[src/rtl/block_reader_pkg.sv]
// Shared types and defaults for the block reader and its RAM interface.
package block_reader_pkg;

  localparam int unsigned DATA_WIDTH_DEF = 10;
  localparam int unsigned BLK_DEF        = 8;

  // Downstream sample payload: data plus its valid flag.
  typedef struct packed {
    logic [DATA_WIDTH_DEF-1:0] data;
    logic                      load;
  } in_t;

  // Index width helper that never returns zero, so degenerate depths still elaborate.
  function automatic int unsigned clog2_min1(input int unsigned n);
    return (n > 1) ? $clog2(n) : 1;
  endfunction

endpackage

[src/rtl/ram_if.sv]
// Read port of a synchronous single-cycle-latency sample RAM.
interface ram_if
  import block_reader_pkg::*;
#(
  parameter int unsigned DATA_WIDTH = DATA_WIDTH_DEF,
  parameter int unsigned DEPTH      = BLK_DEF * BLK_DEF
);
  localparam int unsigned AW = clog2_min1(DEPTH);

  logic [AW-1:0]         addr;
  logic                  en;
  logic [DATA_WIDTH-1:0] data;

  modport RdRx (output addr, output en, input data);
  modport RdTx (input addr, input en, output data);
endinterface

[src/rtl/block_reader_skid_fifo2.sv]
// Two-entry skid FIFO absorbing RAM returns while downstream stalls.
module skid_fifo2 #(
  parameter int unsigned W = 8
) (
  input  logic         clk,
  input  logic         rst_n,
  input  logic         push_i,
  input  logic [W-1:0] data_i,
  input  logic         pop_i,
  output logic         full_o,
  output logic         empty_o,
  output logic [W-1:0] head_o
);

  logic [W-1:0] mem_q [2];
  logic         wr_q;
  logic         rd_q;
  logic [1:0]   cnt_q;
  logic         push_ok_c;
  logic         pop_ok_c;

  // Push is refused only when full and not popping; pop needs a stored entry.
  always_comb begin
    push_ok_c = push_i && ((cnt_q != 2'd2) || pop_i);
    pop_ok_c  = pop_i && (cnt_q != 2'd0);
  end

  // Storage, pointers and occupancy; simultaneous push and pop keep occupancy.
  always_ff @(posedge clk or negedge rst_n) begin
    if (!rst_n) begin
      mem_q[0] <= '0;
      mem_q[1] <= '0;
      wr_q     <= 1'b0;
      rd_q     <= 1'b0;
      cnt_q    <= 2'd0;
    end else begin
      if (push_ok_c) begin
        mem_q[wr_q] <= data_i;
        wr_q        <= ~wr_q;
      end
      if (pop_ok_c) begin
        rd_q <= ~rd_q;
      end
      cnt_q <= cnt_q + 2'(push_ok_c) - 2'(pop_ok_c);
    end
  end

  assign full_o  = (cnt_q == 2'd2);
  assign empty_o = (cnt_q == 2'd0);
  assign head_o  = mem_q[rd_q];

endmodule

[src/rtl/block_reader.sv]
// Streams one BLK x BLK block out of a synchronous RAM, row- or column-major,
// with credit-limited reads into a 2-entry skid FIFO.
module block_reader
  import block_reader_pkg::*;
#(
  parameter int unsigned DATA_WIDTH = DATA_WIDTH_DEF,
  parameter int unsigned BLK        = BLK_DEF,
  parameter int unsigned TRANSPOSE  = 0
) (
  input  logic                  clk,
  input  logic                  rst_n,
  input  logic                  start,
  ram_if.RdRx                   ram,
  output logic [DATA_WIDTH-1:0] outData,
  output logic                  outLoad,
  input  logic                  outReady,
  output logic                  outLast,
  output logic                  busy,
  output logic                  done
);

  localparam int unsigned N  = BLK * BLK;
  localparam int unsigned IW = clog2_min1(N);

  // The attached RAM must hold exactly one block.
  if (ram.DEPTH != BLK * BLK) begin : g_depth_chk
    $error("block_reader: ram_if DEPTH must equal BLK*BLK");
  end

  typedef enum logic [1:0] {
    IDLE  = 2'd0,
    READ  = 2'd1,
    DRAIN = 2'd2,
    DONE  = 2'd3
  } state_e;

  state_e        state_q, state_d;
  logic [IW-1:0] idx_q, idx_d;
  logic [IW-1:0] xfer_q, xfer_d;
  logic          infl_q;
  logic          busy_q;
  logic          done_q;

  logic [IW-1:0] row_c, col_c, addr_c;
  logic [2:0]    occ_c;
  logic [2:0]    occ_eff_c;
  logic          en_c;
  logic          pop_c;
  logic          last_c;
  logic          fifo_full;
  logic          fifo_empty;

  // Read address in row- or column-major order.
  always_comb begin
    row_c = IW'(idx_q / BLK);
    col_c = IW'(idx_q % BLK);
    if (TRANSPOSE != 0) begin
      addr_c = IW'(col_c * BLK + row_c);
    end else begin
      addr_c = idx_q;
    end
  end

  // Read credit: buffered + in-flight samples after this cycle's pop must stay below 2.
  always_comb begin
    pop_c     = !fifo_empty && outReady;
    occ_c     = fifo_full ? 3'd2 : (fifo_empty ? 3'd0 : 3'd1);
    occ_eff_c = occ_c + 3'(infl_q) - 3'(pop_c);
    en_c      = (state_q == READ) && (occ_eff_c < 3'd2);
    last_c    = !fifo_empty && (xfer_q == IW'(N - 1));
  end

  // Next-state logic for the FSM, read index and transfer counter.
  always_comb begin
    state_d = state_q;
    idx_d   = idx_q;
    xfer_d  = xfer_q;
    if (pop_c) begin
      xfer_d = (xfer_q == IW'(N - 1)) ? '0 : xfer_q + IW'(1);
    end
    case (state_q)
      IDLE: begin
        if (start) state_d = READ;
      end
      READ: begin
        if (en_c) begin
          if (idx_q == IW'(N - 1)) begin
            idx_d   = '0;
            state_d = DRAIN;
          end else begin
            idx_d = idx_q + IW'(1);
          end
        end
      end
      DRAIN: begin
        if (pop_c && last_c) state_d = DONE;
      end
      DONE: begin
        state_d = IDLE;
      end
      default: state_d = IDLE;
    endcase
  end

  // State, counters and registered status flags.
  always_ff @(posedge clk or negedge rst_n) begin
    if (!rst_n) begin
      state_q <= IDLE;
      idx_q   <= '0;
      xfer_q  <= '0;
      infl_q  <= 1'b0;
      busy_q  <= 1'b0;
      done_q  <= 1'b0;
    end else begin
      state_q <= state_d;
      idx_q   <= idx_d;
      xfer_q  <= xfer_d;
      infl_q  <= en_c;
      busy_q  <= (state_d == READ) || (state_d == DRAIN);
      done_q  <= (state_d == DONE);
    end
  end

  skid_fifo2 #(
    .W (DATA_WIDTH)
  ) u_fifo (
    .clk     (clk),
    .rst_n   (rst_n),
    .push_i  (infl_q),
    .data_i  (ram.data),
    .pop_i   (pop_c),
    .full_o  (fifo_full),
    .empty_o (fifo_empty),
    .head_o  (outData)
  );

  assign ram.en   = en_c;
  assign ram.addr = addr_c;
  assign outLoad  = !fifo_empty;
  assign outLast  = last_c;
  assign busy     = busy_q;
  assign done     = done_q;

endmodule

[src/flat_wrapper.sv]
// flat-port wrapper written by rule: the top's interface ports become plain ports
module block_reader_flat import block_reader_pkg::*;
#(
  parameter int unsigned DATA_WIDTH = DATA_WIDTH_DEF,
  parameter int unsigned BLK        = BLK_DEF,
  parameter int unsigned TRANSPOSE  = 0
)
  (clk, rst_n, start, outData, outLoad, outReady, outLast, busy, done, ram_addr, ram_en, ram_data);
  ram_if #(.DATA_WIDTH(DATA_WIDTH), .DEPTH(((8) * (8)))) ram_i ();
  input  logic clk;
  input  logic rst_n;
  input  logic start;
  output logic [DATA_WIDTH-1:0] outData;
  output logic outLoad;
  input  logic outReady;
  output logic outLast;
  output logic busy;
  output logic done;
  output wire logic [$bits(ram_i.addr)-1:0] ram_addr;
  output wire logic [$bits(ram_i.en)-1:0] ram_en;
  input wire logic [$bits(ram_i.data)-1:0] ram_data;
  assign ram_addr = ram_i.addr;
  assign ram_en = ram_i.en;
  assign ram_i.data = ram_data;
  block_reader #(.DATA_WIDTH(DATA_WIDTH), .BLK(BLK), .TRANSPOSE(TRANSPOSE)) u_core (.clk(clk), .rst_n(rst_n), .start(start), .ram(ram_i), .outData(outData), .outLoad(outLoad), .outReady(outReady), .outLast(outLast), .busy(busy), .done(done));
endmodule
[config.mk]
export PLATFORM = sky130hd
export DESIGN_NAME = block_reader_flat
export DESIGN_NICKNAME = d
export VERILOG_FILES = /design/src/rtl/block_reader_pkg.sv /design/src/rtl/ram_if.sv /design/src/rtl/block_reader_skid_fifo2.sv /design/src/rtl/block_reader.sv /design/src/flat_wrapper.sv
export SDC_FILE = /design/constraint.sdc
export NUM_CORES = 1
export LEC_CHECK = 0
export BUFFER_PORTS_ARGS = -buffer_cell sky130_fd_sc_hd__buf_2
export CAP_MARGIN = 20
export CORE_MARGIN = 10
export CORE_UTILIZATION = 54
export DETAILED_ROUTE_END_ITERATION = 16
export PLACE_DENSITY = 0.89
export SLEW_MARGIN = 0
export SYNTH_ARGS = -nofsm -noshare
export SYNTH_HDL_FRONTEND = slang
export SYNTH_SLANG_ARGS = --single-unit
[constraint.sdc]
create_clock -name clk -period 3.6 [get_ports clk]
set_input_delay 0.72 -clock clk [delete_from_list [all_inputs] [get_ports clk]]
set_output_delay 0.72 -clock clk [all_outputs]
set_load 0.01 [all_outputs]
; After elaboration in Yosys (flattened, before gate mapping)
; Cells that the tools add are included.
; Widths: inputs -> output; s select.
[word_totals]
mem_count = 0
romBits = 0
register_bits = 41
latchBits = 0
mem_bits_rw = 0
[op_classes]
multipliers = 0
eq_ne = 10
muxes = 15
magnitude_cmp = 4
n_bitwise = 4
reduce_logical = 14
add_sub_neg = 6
div_mod_pow = 0
n_shift = 0
[op_table]
columns = operator, count
row1 = $mux 10, 4
row2 = $bwmux 20, 1
row3 = $add 6x1->6 const B, 2
row4 = $eq 6x6->1 const B, 2
row5 = $mux 6, 2
row6 = $demux 10 s1, 1
row7 = $eq 2x2->1 const B, 5
row8 = $mux 2, 4
row9 = $pmux 2 s4, 1
row10 = $logic_and 1x1->1, 7
row11 = $eq 2x1->1 const B, 2
row12 = $ge 2x2->1 const B, 2
row13 = $logic_not 2->1, 2
row14 = $not 1->2, 2
row15 = $add 3x1->3, 1
row16 = $lt 3x2->1 const B, 1
row17 = $mux 3, 1
row18 = $sub 3x1->3, 1
row19 = $add 2x1->2, 1
row20 = $logic_or 1x1->1, 2
row21 = $lt 2x1->1 const B, 1
row22 = $ne 2x2->1 const B, 1
row23 = $not 1->1, 2
row24 = $reduce_and 2->1, 1
row25 = other kinds (4), 4

; Logic depth before layout (Yosys ltp)
[logic_depth]
depth_word = 11
mapped_depth = 10
mapped_depth_nobuf = 9

; By module
; From an unflattened synthesis, not the netlist that was laid out.
[unflattened]
hier_cells = 153
hier_area_um2 = 1939.4
[by_module_without_submodules]
columns = module, n_inst, cells_each, area_per_inst_um2, seq_area_each_um2
row1 = skid_fifo2, 1, 71, 1077.3, 600.6
row2 = block_reader, 1, 82, 862.1, 425.4

; Worst setup path before layout
; OpenSTA, ideal clock, no wires.
[synth_timing]
path_type = flip-flop to output port
from = register u_core.u_fifo.cnt_q[0]
to = output port ram_en
path_stages_with_launch = 9
t_arrival_ps = 2132
setup_slack_ps = 748
t_required_ps = 2880
path_cell_list = dfrtp_1 > or2_1 > buf_6 > nand2_1 > clkinv_1 > ha_1 > nand2_1 > a2111o_1 > nand2_2
[synth_rtl]
columns = item, line
row1 = from (decl), block_reader_skid_fifo2.sv:18  ; logic [1:0] cnt_q;
row2 = from (signal assigned), block_reader_skid_fifo2.sv:44  ; cnt_q <= cnt_q + 2'(push_ok_c) - 2'(pop_ok_c);
row3 = $logic_not 2->1, block_reader_skid_fifo2.sv:49  ; assign empty_o = (cnt_q == 2'd0);
row4 = $logic_not 1->1, --
row5 = named net outLoad, flat_wrapper.sv:14  ; output logic outLoad;
row6 = $logic_and 1x1->1, block_reader.sv:66  ; pop_c = !fifo_empty && outReady;
row7 = named net u_core.pop_c, block_reader.sv:48  ; logic pop_c;
row8 = $sub 3x1->3, block_reader.sv:68  ; occ_eff_c = occ_c + 3'(infl_q) - 3'(pop_c);
row9 = $lt 3x2->1, block_reader.sv:69  ; en_c = (state_q == READ) && (occ_eff_c < 3'd2);
row10 = $logic_and 1x1->1, block_reader.sv:69
row11 = to (decl), flat_wrapper.sv:20  ; output wire logic [$bits(ram_i.en)-1:0] ram_en;
; The timed path passes the listed nets, and every way through them passes these cells.

; Final worst setup path
[layout_timing]
from = register u_core.u_fifo.cnt_q[0]
to = output port ram_en
[layout_rtl]
columns = item, line
row1 = $logic_not 2->1, block_reader_skid_fifo2.sv:49
row2 = $logic_not 1->1, block_reader.sv:66
row3 = $logic_and 1x1->1, block_reader.sv:66
row4 = named net u_core.pop_c, block_reader.sv:48
row5 = $sub 3x1->3, block_reader.sv:68
row6 = $lt 3x2->1, block_reader.sv:69
row7 = $logic_and 1x1->1, block_reader.sv:69
; The timed path passes the listed nets, and every way through them passes these cells.

==> flow_metrics.env <==
export IMPL_relSlewSlack_pct=38.4
export IMPL_dieWidth_um=79.0
export IMPL_worst_path_largest_cell_delay_ns=0.51
export IMPL_area_delta_synth_final_pct=14.6
export IMPL_die_y_um=79.0
export IMPL_clkLatencyLatePin_ns=0.34
export IMPL_rsz0062_at_grt="false"
export IMPL_firstDrtPassIters=4
export IMPL_cts_tree="yes"
export IMPL_crit_slowest_cell="a2111o_1"
export IMPL_antenna_found_initial=0
export IMPL_skew_ns=0.00432
export IMPL_ir_worst_vdd_mv=0.397
export IMPL_setup_worst_path_start_class="flip-flop"
export IMPL_grt_overflow=0
export IMPL_cp_startpoint="u_core.u_fifo.cnt_q[0]"
export IMPL_max_slew_worst_pin_slew_ns=0.922
export IMPL_total_leakage_power_nw=0.994
export IMPL_arrival_ns=2.61
export IMPL_syn_instance_count=147
export IMPL_synth_edf_count=0
export IMPL_fmax_mhz=300
export IMPL_status="completed"
export IMPL_drive_gt1_share_pct=41.5
export IMPL_nNetsFinal=207
export IMPL_timing_hold_ws_ns=0.478
export IMPL_power_mw=2.00
export IMPL_synth_top_area_share_pct=54.5
export IMPL_antenna_cells=0
export IMPL_synth_top_area_cell="dfrtp_1"
export IMPL_finish_utilization_pct=64.1
export IMPL_syn_avg_cell_area_sq_um=12.8
export IMPL_pin_count=35
export IMPL_grt_total_usage_pct=13.4
export IMPL_hpwl_um=2950
export IMPL_synthSimpleGateAreaFrac_pct=8.91
export IMPL_root_buffer="clkbuf_4"
export IMPL_core_area_sq_um=3360
export IMPL_fillCellCount=273
export IMPL_yosys_register_bits=41
export IMPL_yosysUniqueCellTypes=34
export IMPL_cts_buffers=5
export IMPL_maxCapViolations=0
export IMPL_cpMostUsedCell="nand2_1"
export IMPL_numClockSinks=41
export IMPL_place_congestion=0.873
export IMPL_drc_errors=0
export IMPL_worstReg2RegStart="u_core.u_fifo.cnt_q[0]"
export IMPL_yosys_area_share_adder_pct=3.99
export IMPL_clk_pin_slew_ns=0.12
export IMPL_grt_pass1_vias=1423
export IMPL_worstSetupPathType="flip-flop to output port"
export IMPL_cp_cell_sequence="or2_1 > nand2_1 > clkinv_1 > ha_1 > nand2_1 > a2111o_1 > nand2_2 > buf_2"
export IMPL_synth_xor_area_share_pct=3.72
export IMPL_grt_pass1_wl_um=6710
export IMPL_drt_total_wl_um=3830
export IMPL_synth_top_family_by_area="multiplexers"
export IMPL_slew_violations=0
export IMPL_synthFlopType="dfrtp_1"
export IMPL_critPathCaptureType="output port"
export IMPL_ys_warn_count=0
export IMPL_synth_async_reset_ratio_pct=100
export IMPL_powerDensity_nw_per_um2=926
export IMPL_crit_required_ns=2.88
export IMPL_ys_seq_area_share_pct=54.5
export IMPL_h_tree_depth=2
export IMPL_ant_nets=0
export IMPL_synth_area_sq_um=1880
export IMPL_vias=1315
export IMPL_synthMuxAreaShare_pct=18.6
export IMPL_setup_violations=0
export IMPL_synthMostInstantiatedCell="dfrtp_1"
export IMPL_wl_per_cell_um=16.4
export IMPL_min_period_over_period_pct=92.5
export IMPL_rows=21
export IMPL_hold_viol=0
export IMPL_yosys_top_cells_count="dfrtp_1 (41), mux2_2 (31), nand2_1 (11)"
export IMPL_tns_ns=0
export IMPL_synth_area_leaders="dfrtp_1 (55%), mux2_2 (19%), ha_1 (4.0%)"
export IMPL_synth_net_count=167
export IMPL_dr_first_iter_drc_count=91
export IMPL_grt_max_degree=42
export IMPL_die_area_sq_um=6250
export IMPL_hold_class="primary input to async pin"
export IMPL_crit_fanout=9
export IMPL_cts_setup_buffers=0
export IMPL_clk_path_buf_depth=2
export IMPL_synth_compound_area_share_pct=8.51
export IMPL_post_cts_resize_count=0
export IMPL_routed_via_density=5.62
export IMPL_start_util_pct=56.0
export IMPL_hold_buffers=0
export IMPL_min_period_ns=3.33
export IMPL_port_buffers=34
-- report_power, final --
group | internal [mW] | switching, mW | total, mW
Sequential | 0.674 | 0.183 | 0.857
Combinational | 0.481 | 0.438 | 0.919
Clock | 0.0737 | 0.147 | 0.221
-- path summary, 6_finish.rpt --
check                                     endpoint  slack (ns)  cells past startpoint
hold / removal             u_core.u_fifo.mem_q[10]        0.48                      1
min in group clk                  u_core.xfer_q[2]        0.51                      1
max in group asynchronous   u_core.u_fifo.cnt_q[0]        2.59                      1
setup / recovery                            ram_en        0.27                      8
setup reg to reg                       u_core.busy        0.98                      9
hold reg to reg                   u_core.xfer_q[2]        0.51                      1
-- layout make-up --
type | instances | area, sq um | share of cell area, %
clock inverters | 3 | 17.5 | 0.812
flip-flops and latches | 41 | 1030 | 47.6
inverters | 5 | 18.8 | 0.870
repair buffers | 35 | 178 | 8.24
multi-input cells | 99 | 822 | 38.1
well taps | 46 | 57.6 | 2.67
clock buffers | 5 | 37.5 | 1.74
-- worst max-delay path: cells and delay by family (launching register included) --
kind	cells	cell delay [ns]
compound gates	1	0.51
fa+ha+maj	1	0.29
buf+inv	2	0.29
flops	1	0.45
simple gates	4	0.73
-- layer usage --
| metal | vias up | track usage [%] | routed length, um |
|---|---|---|---|
| met5 | - | 0 | 0 |
| met2 | 52 | 23.2 | 1930 |
| li1 | 616 | - | - |
| met4 | 0 | 4.84 | 70 |
| met3 | 7 | 6.19 | 342 |
| met1 | 640 | 14.1 | 1490 |
-- layout by cell type, fill, tap and decap left out, types with 2 or more instances in the layout --
cell,instances
nand2_1,11
nor2b_1,2
xnor2_1,5
a21oi_1,2
buf_2,34
clkbuf_4,5
mux2_2,31
and3_1,5
ha_1,6
a221oi_1,2
nand4_1,2
dfrtp_1,41
inv_1,4
nand3_1,5
xor2_1,3
nor2_1,2
a22o_1,3
clkinv_2,2
o21ai_0,5
-- per-stage QoR --
step	area, sq um	instances	setup slack, ns
4_1_cts	2160	234	0.267
5_1_grt	2160	234	0.0827
3_3_place_gp	2100	226	0.658
3_5_place_dp	2100	226	0.557
2_1_floorplan	1880	147	0.748
6_report	2160	234	0.272
-- state kept, by name, indices dropped and copies added (netlist names) --
name / flops
u_core.xfer_q: 6
u_core.ram.addr: 6
u_core.u_fifo.rd_q: 1
u_core.state_q: 2
u_core.busy: 1
u_core.u_fifo.mem_q: 20
u_core.u_fifo.wr_q: 1
u_core.u_fifo.cnt_q: 2
u_core.done: 1
u_core.infl_q: 1
-- kinds of logic after synthesis --
logic type                 count (synthesis)
DFF                                       41
and+or+nand+nor                           33
muxes                                     31
AOI/OAI and AO/OA                         21
adders and majority gates                  6
xor gates and xnor gates                   8
buffers and inverters                      7
(Power assumes the default switching activity.)
